`src/rtl/timer_bus_pkg.sv`:
```
// Shared definitions for the timer APB register port: default widths, FSM
// state encoding, master indices and timer register addresses.
package timer_bus_pkg;

  localparam int ADDR_W_DEF = 8;
  localparam int DATA_W_DEF = 8;

  typedef enum logic [1:0] {
    ST_IDLE   = 2'd0,
    ST_SETUP  = 2'd1,
    ST_ACCESS = 2'd2
  } apb_state_t;

  localparam logic M0 = 1'b0;
  localparam logic M1 = 1'b1;

  localparam logic [7:0] TCR = 8'h01;

endpackage

```
`src/rtl/timer_apb_arbiter_rr_arb2.sv`:
```
// Two-way round-robin grant: pointer register plus a mask for the master
// whose done pulse is currently out, so its stale req cannot re-win.
module rr_arb2
  import timer_bus_pkg::*;
(
  input  logic       clk,
  input  logic       rst,
  input  logic [1:0] req,
  input  logic       mask_en,
  input  logic       mask_idx,
  input  logic       take,
  output logic       gnt_valid,
  output logic       gnt_idx
);

  logic       ptr;
  logic [1:0] eligible;

  always_comb begin
    eligible[0] = req[0] && !(mask_en && (mask_idx == M0));
    eligible[1] = req[1] && !(mask_en && (mask_idx == M1));
    gnt_valid   = |eligible;
    if (&eligible) gnt_idx = ptr;
    else           gnt_idx = eligible[1] ? M1 : M0;
  end

  always_ff @(posedge clk) begin
    if (rst)                    ptr <= M0;
    else if (take && gnt_valid) ptr <= ~gnt_idx;
  end

endmodule

```
`src/rtl/timer_apb_arbiter.sv`:
```
// Arbitrates two req/done masters onto the timer's APB register port.
// Optional APB_TIMEOUT_EN: forces an error completion after TIMEOUT_CYC ACCESS waits.
module timer_apb_arbiter
  import timer_bus_pkg::*;
#(
  parameter int ADDR_W      = ADDR_W_DEF,
  parameter int DATA_W      = DATA_W_DEF,
  parameter int TIMEOUT_CYC = 16
) (
  input  logic              sys_clk,
  input  logic              sys_rst,
  input  logic              m0_req,
  input  logic              m0_write,
  input  logic [ADDR_W-1:0] m0_addr,
  input  logic [DATA_W-1:0] m0_wdata,
  output logic              m0_done,
  output logic [DATA_W-1:0] m0_rdata,
  output logic              m0_err,
  input  logic              m1_req,
  input  logic              m1_write,
  input  logic [ADDR_W-1:0] m1_addr,
  input  logic [DATA_W-1:0] m1_wdata,
  output logic              m1_done,
  output logic [DATA_W-1:0] m1_rdata,
  output logic              m1_err,
  output logic              psel,
  output logic              penable,
  output logic              pwrite,
  output logic [ADDR_W-1:0] paddr,
  output logic [DATA_W-1:0] pwdata,
  input  logic [DATA_W-1:0] prdata,
  input  logic              pready,
  input  logic              pslverr
);

  apb_state_t        state, state_nx;
  logic              owner;
  logic              gnt_valid, gnt_idx, grant;
  logic              timeout, xfer_end;
  logic              psel_nx, penable_nx, m0_done_nx, m1_done_nx, err_nx;
  logic [DATA_W-1:0] rdata_nx;

  assign grant    = (state == ST_IDLE) && gnt_valid;
  assign xfer_end = (state == ST_ACCESS) && (pready || timeout);

  rr_arb2 u_arb (
    .clk       (sys_clk),
    .rst       (sys_rst),
    .req       ({m1_req, m0_req}),
    .mask_en   (m0_done || m1_done),
    .mask_idx  (owner),
    .take      (grant),
    .gnt_valid (gnt_valid),
    .gnt_idx   (gnt_idx)
  );

`ifdef APB_TIMEOUT_EN
  localparam int CNT_W = $clog2(TIMEOUT_CYC + 1);
  logic [CNT_W-1:0] wait_cnt;

  always_ff @(posedge sys_clk) begin
    if (sys_rst || state != ST_ACCESS) wait_cnt <= '0;
    else if (!pready)                  wait_cnt <= wait_cnt + 1'b1;
  end

  // Fires on the wait cycle whose increment would reach TIMEOUT_CYC.
  assign timeout = (state == ST_ACCESS) && !pready &&
                   (wait_cnt == CNT_W'(TIMEOUT_CYC - 1));
`else
  // ACCESS waits for pready indefinitely; TIMEOUT_CYC has no effect here.
  assign timeout = (TIMEOUT_CYC < 0);
`endif

  always_ff @(posedge sys_clk) begin
    if (sys_rst) state <= ST_IDLE;
    else         state <= state_nx;
  end

  always_comb begin
    state_nx = state;
    case (state)
      ST_IDLE:   if (grant) state_nx = ST_SETUP;
      ST_SETUP:  state_nx = ST_ACCESS;
      ST_ACCESS: if (xfer_end) state_nx = ST_IDLE;
      default:   state_nx = ST_IDLE;
    endcase
  end

  always_comb begin
    psel_nx    = (state_nx != ST_IDLE);
    penable_nx = (state_nx == ST_ACCESS);
    m0_done_nx = xfer_end && (owner == M0);
    m1_done_nx = xfer_end && (owner == M1);
    err_nx     = 1'b0;
    rdata_nx   = '0;
    if (xfer_end) begin
      if (pready) begin
        err_nx = pslverr;
        if (!pwrite) rdata_nx = prdata;
      end else begin
        err_nx = 1'b1;
      end
    end
  end

  always_ff @(posedge sys_clk) begin
    if (sys_rst) begin
      owner    <= M0;
      psel     <= 1'b0;
      penable  <= 1'b0;
      pwrite   <= 1'b0;
      paddr    <= '0;
      pwdata   <= '0;
      m0_done  <= 1'b0;
      m0_rdata <= '0;
      m0_err   <= 1'b0;
      m1_done  <= 1'b0;
      m1_rdata <= '0;
      m1_err   <= 1'b0;
    end else begin
      psel     <= psel_nx;
      penable  <= penable_nx;
      m0_done  <= m0_done_nx;
      m0_rdata <= m0_done_nx ? rdata_nx : '0;
      m0_err   <= m0_done_nx && err_nx;
      m1_done  <= m1_done_nx;
      m1_rdata <= m1_done_nx ? rdata_nx : '0;
      m1_err   <= m1_done_nx && err_nx;
      if (grant) begin
        owner  <= gnt_idx;
        pwrite <= (gnt_idx == M1) ? m1_write : m0_write;
        paddr  <= (gnt_idx == M1) ? m1_addr  : m0_addr;
        pwdata <= (gnt_idx == M1) ? m1_wdata : m0_wdata;
      end
    end
  end

endmodule
```
`config.mk`:
```
export PLATFORM = sky130hd
export DESIGN_NAME = timer_apb_arbiter
export DESIGN_NICKNAME = d
export VERILOG_FILES = /design/src/rtl/timer_bus_pkg.sv /design/src/rtl/timer_apb_arbiter_rr_arb2.sv /design/src/rtl/timer_apb_arbiter.sv
export SDC_FILE = /design/constraint.sdc
export NUM_CORES = 1
export LEC_CHECK = 0
export ABC_AREA = 1
export CAP_MARGIN = 30
export CORE_ASPECT_RATIO = 1.1
export CORE_MARGIN = 5
export CORE_UTILIZATION = 43
export CTS_BUF_LIST = sky130_fd_sc_hd__clkbuf_4 sky130_fd_sc_hd__clkbuf_8
export CTS_CLUSTER_SIZE = 28
export DETAILED_ROUTE_END_ITERATION = 16
export PLACE_DENSITY_LB_ADDON = 0.2
export SYNTH_ARGS = -nofsm -noshare
export SYNTH_HDL_FRONTEND = slang
export SYNTH_SLANG_ARGS = --single-unit
```
`constraint.sdc`:
```
create_clock -name sys_clk -period 1.85 [get_ports sys_clk]
set_input_delay 0.37 -clock sys_clk [delete_from_list [all_inputs] [get_ports sys_clk]]
set_output_delay 0.37 -clock sys_clk [all_outputs]
set_load 0.01 [all_outputs]
```
==> results.md <==
* Sequential share of the synthesized area at 51.65%
* Max clock buf depth at 2
* Worst Setup End Kind: primary output
* Final nets at 360
* First-pass GRT wire length at 6900 um
* DRT Pass-1 Iters at 4
* Hold/Removal Path Class: flop to flop
* Fraction of layout cells with a size suffix above 1 at under 10%
* Slew HR at 72.87%
* WL final at 4308 um
* Global routing's busiest layer: met2
* Die X at between 60 and 70 um
* Overflow after GRT at 0
* Endpoints failing setup at 0
* Hold EP: paddr[2]
* Worst-path clk slew at around 0.080 ns
* Syn Inst Count at 221
* Crit path kind: flop to primary output
* Skew-Pair Late Insertion Delay at 0.29 ns
* Commonest cells after routing, fill and taps aside: clkdlybuf4s50_1 (86), nand2_1 (78), dfxtp_1 (43)
* CP Max Fanout at 3
* Max VDD drop at 431.2 uV
* Worst R2R Path Depth at 8
* Total track usage at 16.75%
* I/O pin cnt at 87
* Cell Count, Final, Fillers Out at 363
* Grt met3 use at ~6.3%
* Cell Area, Synth at 1667 um2
* Ranking of synthesized cells by area: dfxtp_1 (52%), nand2_1 (18%), nand3_1 (6.3%), a21oi_1 (6.0%), nor3_1 (4.8%)
* Core region area at about 3700 um2
* CTS buffer count at 5
* Pre-CTS setup slack at 0.1270 ns
* Final worst setup slack at between 0.2 and 0.25 ns
* Fin crit share at 87.20%
* Hold Fails Final Rpt at 0
* Cell taking the most area after synthesis: dfxtp_1
* Post-CTS Hold Buffers at 0
* RSZ-0062 raised after global routing: no
* Antenna cells at 0
* Starting density of the core at 45.24%
* Worst hold stages at 2
* Reg2reg start: owner
* CTS Root Cell: clkbuf_8
* Vias at 1669
* Worst setup SP type: flop
* Period minus WS final at 1.613 ns
* Initial antenna violation count at 0
* Dpl hpwl at 3288 um
* Commonest non-fill, non-tap cell in the layout: clkdlybuf4s50_1
* Post-cts resize count at 0
* Standard-cell rows at 23
* Mapped Nets at 269
* Clk sinks at 43
* Required time worst endpoint at 1.48 ns
* Vias per cell at about 4.6
* Power density over cell area at 770.2 nW/um2
* Die H at around 75 um
* Reg2reg end: pwdata[1]
* H-tree Lvls at 2
* Setup slack, reg-to-reg at 0.41 ns
* M2 GR Usage at 29.34%
* Vias in the first global route at 1516
* Worst path bufs/invs at 1
* Syn Area/Cell at 7.541 um2
* Area growth from synthesis to layout at 61.79%
* Slowest cell on crit path: clkdlybuf4s50_1
* Max-slew violation count at 0
* Distinct cells, synth at 19
* Top-area cell type share of the netlist area at about 52%
* Largest delay share family, worst path: buffers and inverters
* Starting DRT DRC Count at 78
* Status: finished clean
* Setup TNS Final at 0 ns
* Max-cap violations at 0
* Largest net degree at the start of global routing at 24
* CP arrival at roughly 1.2 ns
* Synth Warn # at 0
* Avg WL per Cell at 11.87 um
* Clock skew at 0.004906 ns
* F_max at between 0.6 and 0.7 GHz
* Antenna-violating nets left at 0
* Port bufs at between 80 and 90
* # placed instances at 355
* CTS tree: built
* Yosys reg bits at 43
* DR DRC count at 0
* Worst-margin pin slew at 0.4058 ns
* Crit-path max cell delay at 0.57 ns
* Leak at 0.001142 uW
* Die area at between 5000 and 6000 um2
* Crit path cell chain: clkdlybuf4s50_1
* Met1 Usage GRT at a little under a fifth
* Number of setup buffers added after CTS at 0
* Placer Congestion at 0.7798
* Hold Path Origin: paddr[2]
## logic make-up (layout without fill, tap and decap cells)
family	after synthesis	after routing	share of synthesized area (%)
buffers and inverters	31	123	8.033
flip-flops	43	43	51.65
AO/OA/AOI/OAI	23	23	7.958
AND/OR/NAND/NOR	124	124	32.36
## where the power goes
part / internal (uW) / total (uW) / switching [uW]
logic: 231 / 434 / 203
clock network: 339 / 640 / 301
registers: 975 / 1000 / 27.6
total: 1550 / 2080 / 532
## registers in the layout, summed over array words and instances, names as in the netlist
signal,cells
m0_done,1
m0_err,1
m0_rdata,8
m1_done,1
m1_err,1
m1_rdata,8
owner,1
paddr,8
penable,1
psel,1
pwdata,8
pwrite,1
state,2
u_arb.ptr,1
## area by class of cell
cell class	count	area [um2]
Clock buffer	7	96.34
Clock inverter	1	7.507
Fill cell	316	987.2
Inverter	22	83.83
Multi-Input combinational cell	147	671.9
Sequential cell	43	860.8
Tap cell	50	62.56
Timing Repair Buffer	93	913.4
## synthesized netlist by cell type, drive strengths merged
library cell and instances:
dfxtp 43, inv 21, o21ai 2, nand2 79
a21boi 1, nand3 22, nor2 6, nor3 17
a21oi 20, clkbuf 3, clkinv 1, buf 6
## metrics by stage
stage	utilization (%)	area (um2)	power [uW]	hold WS, ns
after floorplan	-	1667	1230	0.4391
after global placement	70.38	2592	1454	0.4497
after detailed placement	70.38	2592	1461	0.4540
after CTS	73.20	2696	2104	0.4658
after global routing	73.20	2696	2190	0.4829
final	73.20	2696	2077	0.4663
## how the worst max path moves through the flow
stage | slack [ns] | cells after the start | end | from
after floorplan | 0.53 | 10 | paddr[1] | m0_done
after global placement | 0.18 | 7 | paddr[1] | m1_req
after detailed placement | 0.13 | 5 | m0_rdata[3] | pready
after CTS | 0.24 | 1 | m0_done | m0_done
after global routing | 0.21 | 1 | m1_done | m1_done
final | 0.24 | 1 | m1_done | m1_done
## metal layers
metal  part of all wire, %  vias up
met3                    10        7
met2                    47       65
met5                     0        -
met1                    41      717
met4                   2.1        0
li1                      -      880
Note: power is estimated with default switching activity, not from simulation.
